File: src/rtl/multi_edge_pkg.sv
// Shared definitions for the multi-channel edge detector: the per-channel
// mode encoding and the helper that qualifies raw edges against it.
package multi_edge_pkg;

  typedef logic [1:0] mode_t;

  localparam mode_t MODE_OFF  = 2'b00;
  localparam mode_t MODE_RISE = 2'b01;
  localparam mode_t MODE_FALL = 2'b10;
  localparam mode_t MODE_BOTH = 2'b11;

  function automatic logic qualify(input mode_t mode, input logic rise, input logic fall);
    logic hit;
    hit = 1'b0;
    case (mode)
      MODE_OFF:  hit = 1'b0;
      MODE_RISE: hit = rise;
      MODE_FALL: hit = fall;
      MODE_BOTH: hit = rise | fall;
      default:   hit = 1'b0;
    endcase
    return hit;
  endfunction

endpackage

File: src/rtl/edge_chan.sv
// One detector channel: synchroniser, glitch filter, accepted level, edge
// pulses, mode-qualified pulse, sticky flag and saturating edge counter.
module edge_chan
  import multi_edge_pkg::*;
#(
  parameter int SYNC_STAGES   = 2,
  parameter int FILTER_CYCLES = 3,
  parameter int CNT_WIDTH     = 8
) (
  input  logic                 clk,
  input  logic                 rst,
  input  logic                 din,
  input  mode_t                mode,
  input  logic                 clr,
  output logic                 level,
  output logic                 rise_pulse,
  output logic                 fall_pulse,
  output logic                 edge_pulse,
  output logic                 sticky,
  output logic [CNT_WIDTH-1:0] edge_cnt
);

  localparam int                    FCNT_W    = $clog2(FILTER_CYCLES) + 1;
  localparam logic [FCNT_W-1:0]     FCNT_LAST = FCNT_W'(FILTER_CYCLES - 1);
  localparam logic [CNT_WIDTH-1:0]  CNT_MAX   = '1;

  logic [SYNC_STAGES-1:0] sync_q;
  logic [FCNT_W-1:0]      fcnt;
  logic                   s;
  logic                   accept;
  logic                   rise_d;
  logic                   fall_d;
  logic                   qual_d;

  assign s = sync_q[SYNC_STAGES-1];

  // A level change is accepted on the clock where the disagreement has
  // persisted for FILTER_CYCLES consecutive samples.
  always_comb begin
    accept = (s != level) && (fcnt == FCNT_LAST);
    rise_d = accept & s;
    fall_d = accept & ~s;
    qual_d = qualify(mode, rise_d, fall_d);
  end

  always_ff @(posedge clk or posedge rst) begin
    if (rst) begin
      sync_q <= '0;
    end else begin
      sync_q <= {sync_q[SYNC_STAGES-2:0], din};
    end
  end

  always_ff @(posedge clk or posedge rst) begin
    if (rst) begin
      fcnt  <= '0;
      level <= 1'b0;
    end else if (s == level) begin
      fcnt <= '0;
    end else if (accept) begin
      level <= s;
      fcnt  <= '0;
    end else begin
      fcnt <= fcnt + 1'b1;
    end
  end

  always_ff @(posedge clk or posedge rst) begin
    if (rst) begin
      rise_pulse <= 1'b0;
      fall_pulse <= 1'b0;
      edge_pulse <= 1'b0;
    end else begin
      rise_pulse <= rise_d;
      fall_pulse <= fall_d;
      edge_pulse <= qual_d;
    end
  end

  // A qualified edge wins over a simultaneous clear in both sticky and count.
  always_ff @(posedge clk or posedge rst) begin
    if (rst) begin
      sticky   <= 1'b0;
      edge_cnt <= '0;
    end else begin
      if (qual_d) begin
        sticky <= 1'b1;
      end else if (clr) begin
        sticky <= 1'b0;
      end
      if (clr) begin
        edge_cnt <= qual_d ? CNT_WIDTH'(1) : '0;
      end else if (qual_d && (edge_cnt != CNT_MAX)) begin
        edge_cnt <= edge_cnt + 1'b1;
      end
    end
  end

endmodule

File: src/rtl/multi_edge_detector.sv
// Multi-channel edge detector: CHANNELS independent edge_chan instances with
// the mode and edge_cnt buses sliced per channel.
module multi_edge_detector
  import multi_edge_pkg::*;
#(
  parameter int CHANNELS      = 4,
  parameter int SYNC_STAGES   = 2,
  parameter int FILTER_CYCLES = 3,
  parameter int CNT_WIDTH     = 8
) (
  input  logic                          clk,
  input  logic                          rst,
  input  logic [CHANNELS-1:0]           din,
  input  logic [2*CHANNELS-1:0]         mode,
  input  logic [CHANNELS-1:0]           clr,
  output logic [CHANNELS-1:0]           level,
  output logic [CHANNELS-1:0]           rise_pulse,
  output logic [CHANNELS-1:0]           fall_pulse,
  output logic [CHANNELS-1:0]           edge_pulse,
  output logic [CHANNELS-1:0]           sticky,
  output logic [CHANNELS*CNT_WIDTH-1:0] edge_cnt
);

  for (genvar i = 0; i < CHANNELS; i++) begin : g_chan
    edge_chan #(
      .SYNC_STAGES   (SYNC_STAGES),
      .FILTER_CYCLES (FILTER_CYCLES),
      .CNT_WIDTH     (CNT_WIDTH)
    ) u_chan (
      .clk        (clk),
      .rst        (rst),
      .din        (din[i]),
      .mode       (mode_t'(mode[2*i +: 2])),
      .clr        (clr[i]),
      .level      (level[i]),
      .rise_pulse (rise_pulse[i]),
      .fall_pulse (fall_pulse[i]),
      .edge_pulse (edge_pulse[i]),
      .sticky     (sticky[i]),
      .edge_cnt   (edge_cnt[i*CNT_WIDTH +: CNT_WIDTH])
    );
  end

endmodule

File: config.mk
export PLATFORM = sky130hd
export DESIGN_NAME = multi_edge_detector
export DESIGN_NICKNAME = d
export VERILOG_FILES = /design/src/rtl/multi_edge_pkg.sv /design/src/rtl/edge_chan.sv /design/src/rtl/multi_edge_detector.sv
export SDC_FILE = /design/constraint.sdc
export NUM_CORES = 1
export LEC_CHECK = 0
export CORE_MARGIN = 1.5
export CORE_UTILIZATION = 55
export DETAILED_ROUTE_END_ITERATION = 7
export PLACE_DENSITY_LB_ADDON = 0.15
export SLEW_MARGIN = 20
export SYNTH_ARGS = -nofsm -noshare
export SYNTH_HDL_FRONTEND = slang
export SYNTH_SLANG_ARGS = --single-unit
export TNS_END_PERCENT = 100
File: constraint.sdc
create_clock -name clk -period 6.3 [get_ports clk]
set_input_delay 1.26 -clock clk [delete_from_list [all_inputs] [get_ports clk]]
set_output_delay 1.26 -clock clk [all_outputs]
set_load 0.1 [all_outputs]
==> After elaboration in Yosys (flattened, before gate mapping) <==
Cells that the tools add are included.
{ "classes": {"addsub": 8, "bitwise": 20, "reduce_logical": 24, "muxes": 32, "n_eq_ne": 28} }
{ "ops": {"columns": ["operator", "count"], "rows": [
  ["8-bit 2-to-1 mux", 8],
  ["8-bit by 1-bit adder with 8-bit output, second input constant", 4],
  ["8-bit inequality test, second input constant", 4],
  ["3-bit 2-to-1 mux", 8],
  ["2-bit == test, second input constant", 8],
  ["1-bit case mux with 4 select lines", 4],
  ["2-bit nonzero test", 8],
  ["3-bit by 1-bit adder with 3-bit output, second input constant", 4],
  ["3-bit by 2-bit == test with 1-bit output, second input constant", 4],
  ["1-bit 2-to-1 mux", 12],
  ["1-bit bitwise AND", 8],
  ["2-bit by 1-bit == test with 1-bit output, second input constant", 4],
  ["1-bit logical AND", 8],
  ["2-bit logical NOT", 4],
  ["1-bit NOT", 8],
  ["2-bit AND reduction", 4],
  ["1-bit == test", 4],
  ["1-bit inequality test", 4],
  ["1-bit OR", 4]
]} }
{ "word_totals": {"register_bits": 72, "out_inout_bits": 52, "in_bits": 18, "wordCells": 144} }

==> Longest topological paths before layout <==
{ "depth": {"ltp_word": 8, "mapped_depth": 8, "ltp_nobuf": 7} }

==> Hierarchy <==
From an unflattened synthesis, not the netlist that was laid out.
{ "hier_totals": {"hier_cells": 314, "hier_area_um2": 3357.0} }
{ "modules_own_cells": {"columns": ["module", "cells_each", "n_inst", "seq_area_each_um2", "area_each_um2"], "rows": [
  ["edge_chan (g_chan[1].u_chan ...)", 79, 2, 450.4, 834.6],
  ["edge_chan (g_chan[0].u_chan)", 78, 1, 450.4, 847.1],
  ["edge_chan (g_chan[2].u_chan)", 78, 1, 450.4, 840.8]
]} }

==> Worst setup path before layout <==
OpenSTA, ideal clock, no wires.
{ "synth_path": {"path_kind": "in2reg", "from": "input mode[7]", "to": "register g_chan[3].u_chan.edge_cnt[3]", "arrival_ns": 2.205, "path_slack_ns": 3.970, "required_ns": 6.175, "path_buffers": 0, "cell_stages": 4, "path_cell_list": "nand3b_4 -> a211oi_1 -> a21boi_0 -> mux2_2"} }
{ "synth_between": {"elab_chain_len": 4, "elab_cells_between_ends": 7, "cone_classes": "eq/ne (3); mux (1); reduce/logical (3)"} }
{ "synth_lines": {"columns": ["element", "line", "text"], "rows": [
  ["from (decl)", "multi_edge_detector.sv:14", "input logic [2*CHANNELS-1:0] mode,"],
  ["2-bit == test (tied with other cells)", "multi_edge_pkg.sv:15", "case (mode)"],
  ["1-bit case mux with 4 select lines *", "multi_edge_pkg.sv:15", null],
  ["1-bit logical AND *", "edge_chan.sv:93", "end else if (qual_d && (edge_cnt != CNT_MAX)) begin"],
  ["2-bit nonzero test (no source line) *", null, null],
  ["to (signal assigned)", "edge_chan.sv:92", "edge_cnt <= qual_d ? CNT_WIDTH'(1) : '0;"],
  ["to (signal assigned)", "edge_chan.sv:94", "edge_cnt <= edge_cnt + 1'b1;"],
  ["to (decl)", "edge_chan.sv:20", "output logic [CNT_WIDTH-1:0] edge_cnt"]
]} }
Mark *: on every way between the ends. The rest lies on a longest branch, timed or not.
A chain may end at the register's enable or synchronous reset.

==> Worst setup path after layout <==
{ "layout_path": {"from": "register g_chan[2].u_chan.level", "to": "output level[2]"} }
{ "layout_rtl": {"columns": ["element", "line", "text"], "rows": [
  ["from (decl)", "edge_chan.sv:15", "output logic level,"],
  ["from (signal assigned)", "edge_chan.sv:61", "level <= s;"],
  ["to (decl)", "multi_edge_detector.sv:16", "output logic [CHANNELS-1:0] level,"]
]} }
No word-level cell between the ends.

==> results.toml <==
[run_status]
status = "finished clean"

[job]
max_cap_violations = 0

[yosys]
synth_commonest_cells = "dfrtp_1, nor2_1, a21oi_1, buf_4, inv_1"
synth_area_per_cell_um2 = 10.60
synthesis.area_um2 = 3572
ys_warn_count = 0
synthFlopType = "dfrtp_1"
synth.net_count = 367
yosysSeqAreaShare = 0.5044
synthesis.instances = 337
synth_top_area_cell = "dfrtp_1"
synthTopCellsByArea = "dfrtp_1, buf_4, ha_1"
synth_edf_count = 0
ys_ff_latch = 72
async_flop_share = 1.000
synth_cell_types = 46
netlist.area_leader.share = 0.5044
yosysMostFrequentCell = "dfrtp_1"

[timing]
clock.fmax_mhz = 308.6
rsz0062_at_grt = "no"
drv_slew = 0
period_share = 0.5144
finalCriticalPeriod_ns = 3.241
maxSlewHeadroom = 0.3350
worst_slew_pin_slew_ns = 0.9944
setup_viol = 0
tns_ns = 0
hold_viol_final = 0
fin_worst_skew_ns = 0.007043
final.setup.worst_slack_ns = 3.059

[worst_hold_path]
min_path_type = "reg -> reg"

[global_route]
gr-total-overflow = 0
antenna_found_initial = 0
gr-usage-all-layers = 0.2048
grt_pass1_vias = 2563
grt_pass1_wl_um = 11730
grt_max_degree = 73

[critical_path]
crit_fanout = 6
worstSetupPathType = "reg -> out"
startpoint_type = "register"
cpMaxStageDelayCell = "clkdlybuf4s50_1"
crit_family = "buffers and inverters"
endpoint_kind = "output port"
required_ns = 5.04
worstPathArrival_ns = 1.98
critPathBufInv = 1
path_cells = "clkdlybuf4s50_1"
slowest_delay_ns = 1.18

[cells_and_area]
antenna_cells = 0
register_area_um2 = 1802
fillers = 485
drive_above_1_share = 0.09367
fin_nets = 420
utilization = 0.6966
syn2layout_area_growth_pct = 23.12
multi_input_area_um2 = 1510

[floorplan]
num_io_pins = 70
initial_core_util = 0.5658
die_x_um = 83.59
core_area_um2 = 6314
die-area_um2 = 6987
rows = 29
die_y_um = 83.59

[placement]
detailedPlace.worstSlack_ns = 3.309
hpwl_um = 4564
io_buffers = 69
gp_congestion = 0.7361

[clock_network]
clock-sinks = 72
h-tree-depth = 3
cts_hold_buffers = 0
cts_tree = "yes"
post_cts_buffers = 0
cts-root-buf = "clkbuf_8"
clk_latency_ns = 0.33
clock_path_buffers = 2
ctsResizeCount = 0
path_clk_slew_ns = 0.07
cts-buffers-inserted = 9

[drt]
drc = 0
post_drt_via_cell_ratio = 5.585
post_drt_wl_per_cell_um = 14.25
vias = 2636
wirelength_um = 6725
drt-initial-drc-count = 95
drt_pre_antenna_iters = 5
ant_nets = 0

[power]
p_per_area_nw_per_um2 = 340.2
ir_drop_mv = 0.2422
leakage_uw = 0.001848
## worst paths after layout
| path | startpoint | depth (start not counted) | slack (ns) | end |
|---|---|---|---|---|
| worst max-delay path | g_chan[2].u_chan.level | 1 | 3.06 | level[2] |
| worst min-delay path | g_chan[3].u_chan.sync_q[0] | 0 | 0.35 | g_chan[3].u_chan.sync_q[1] |
| worst max register to register | g_chan[3].u_chan.fcnt[0] | 6 | 4.39 | g_chan[3].u_chan.edge_cnt[3] |
| worst min register to register | g_chan[3].u_chan.sync_q[0] | 0 | 0.35 | g_chan[3].u_chan.sync_q[1] |
| max in group asynchronous | rst | 3 | 4.21 | g_chan[1].u_chan.edge_cnt[5] |
| min in group asynchronous | rst | 3 | 1.50 | g_chan[2].u_chan.edge_cnt[7] |
## state kept, by name (all words and copies together), names as in the netlist
signal	flops
g_chan.u_chan.edge_cnt	32
g_chan.u_chan.fcnt	12
g_chan.u_chan.sync_q	8
g_chan.u_chan.edge_pulse	4
g_chan.u_chan.fall_pulse	4
g_chan.u_chan.level	4
g_chan.u_chan.rise_pulse	4
g_chan.u_chan.sticky	4
## power breakdown
part           internal [uW]  switching, uW
combinational            159            357
clock                    232            166
sequential               525           57.1
## cell families after synthesis
logic type                 after synthesis  synth area share
AOI/OAI and AO/OA                       75            0.1401
adders and majority gates               12           0.04203
buffers and inverters                   47           0.07285
DFF                                     72            0.5044
muxes                                   13           0.03888
and+or+nand+nor                        118            0.2018
## per-stage QoR
stage | instance area, um2 | instances | hold WS [ns] | total power, uW
final | 4398 | 472 | 0.3506 | 1496
after global routing | 4398 | 472 | 0.3555 | 1577
after CTS | 4398 | 472 | 0.3523 | 1518
after detailed placement | 4178 | 456 | 0.3355 | 1111
after global placement | 4178 | 456 | 0.3326 | 1095
after floorplan | 3572 | 337 | 0.3312 | 1025
## cell type report
type | instances | share of cell area
clock buffers | 10 | 0.03129
clock inverters | 6 | 0.01878
inverters | 19 | 0.01622
multi-input cells | 218 | 0.3434
flip-flops and latches | 72 | 0.4097
well taps | 77 | 0.02191
repair buffers | 70 | 0.1587
## cells in the final DEF (no fill, tap or decap), types with 2 or more instances in the layout
cell type | Yosys | final
a31o_2 | 2 | 2
bufinv_16 | 0 | 2
a211oi_1 | 7 | 7
mux2i_1 | 6 | 6
clkbuf_8 | 0 | 10
nand4_1 | 2 | 2
or4_1 | 9 | 9
inv_1 | 19 | 18
a21bo_2 | 4 | 4
nand2_1 | 10 | 10
clkinv_2 | 0 | 3
clkdlybuf4s50_1 | 0 | 69
o311ai_0 | 2 | 2
nor3_1 | 6 | 6
a21o_1 | 4 | 4
nand3_1 | 13 | 13
nor2b_1 | 10 | 10
nor4_1 | 2 | 2
a21oi_1 | 22 | 22
nand3b_1 | 4 | 4
nand2b_1 | 13 | 13
mux2_2 | 7 | 7
or3_1 | 4 | 4
a31oi_1 | 2 | 2
o21ai_0 | 12 | 12
o31ai_1 | 10 | 10
ha_1 | 12 | 12
o41ai_1 | 4 | 4
nor2_1 | 28 | 28
nand3b_4 | 4 | 4
a2111oi_0 | 2 | 2
or2b_1 | 4 | 4
dfrtp_1 | 72 | 72
## routing by layer
metal  GRT usage  up-vias  part of all wire
li1            -     1299                 -
met1      0.2782     1263              0.46
met4     0.07750        0             0.013
met5           0        -                 0
met2      0.3284       65              0.48
met3     0.03858        9             0.044
Power figures use the tool's default switching activity.
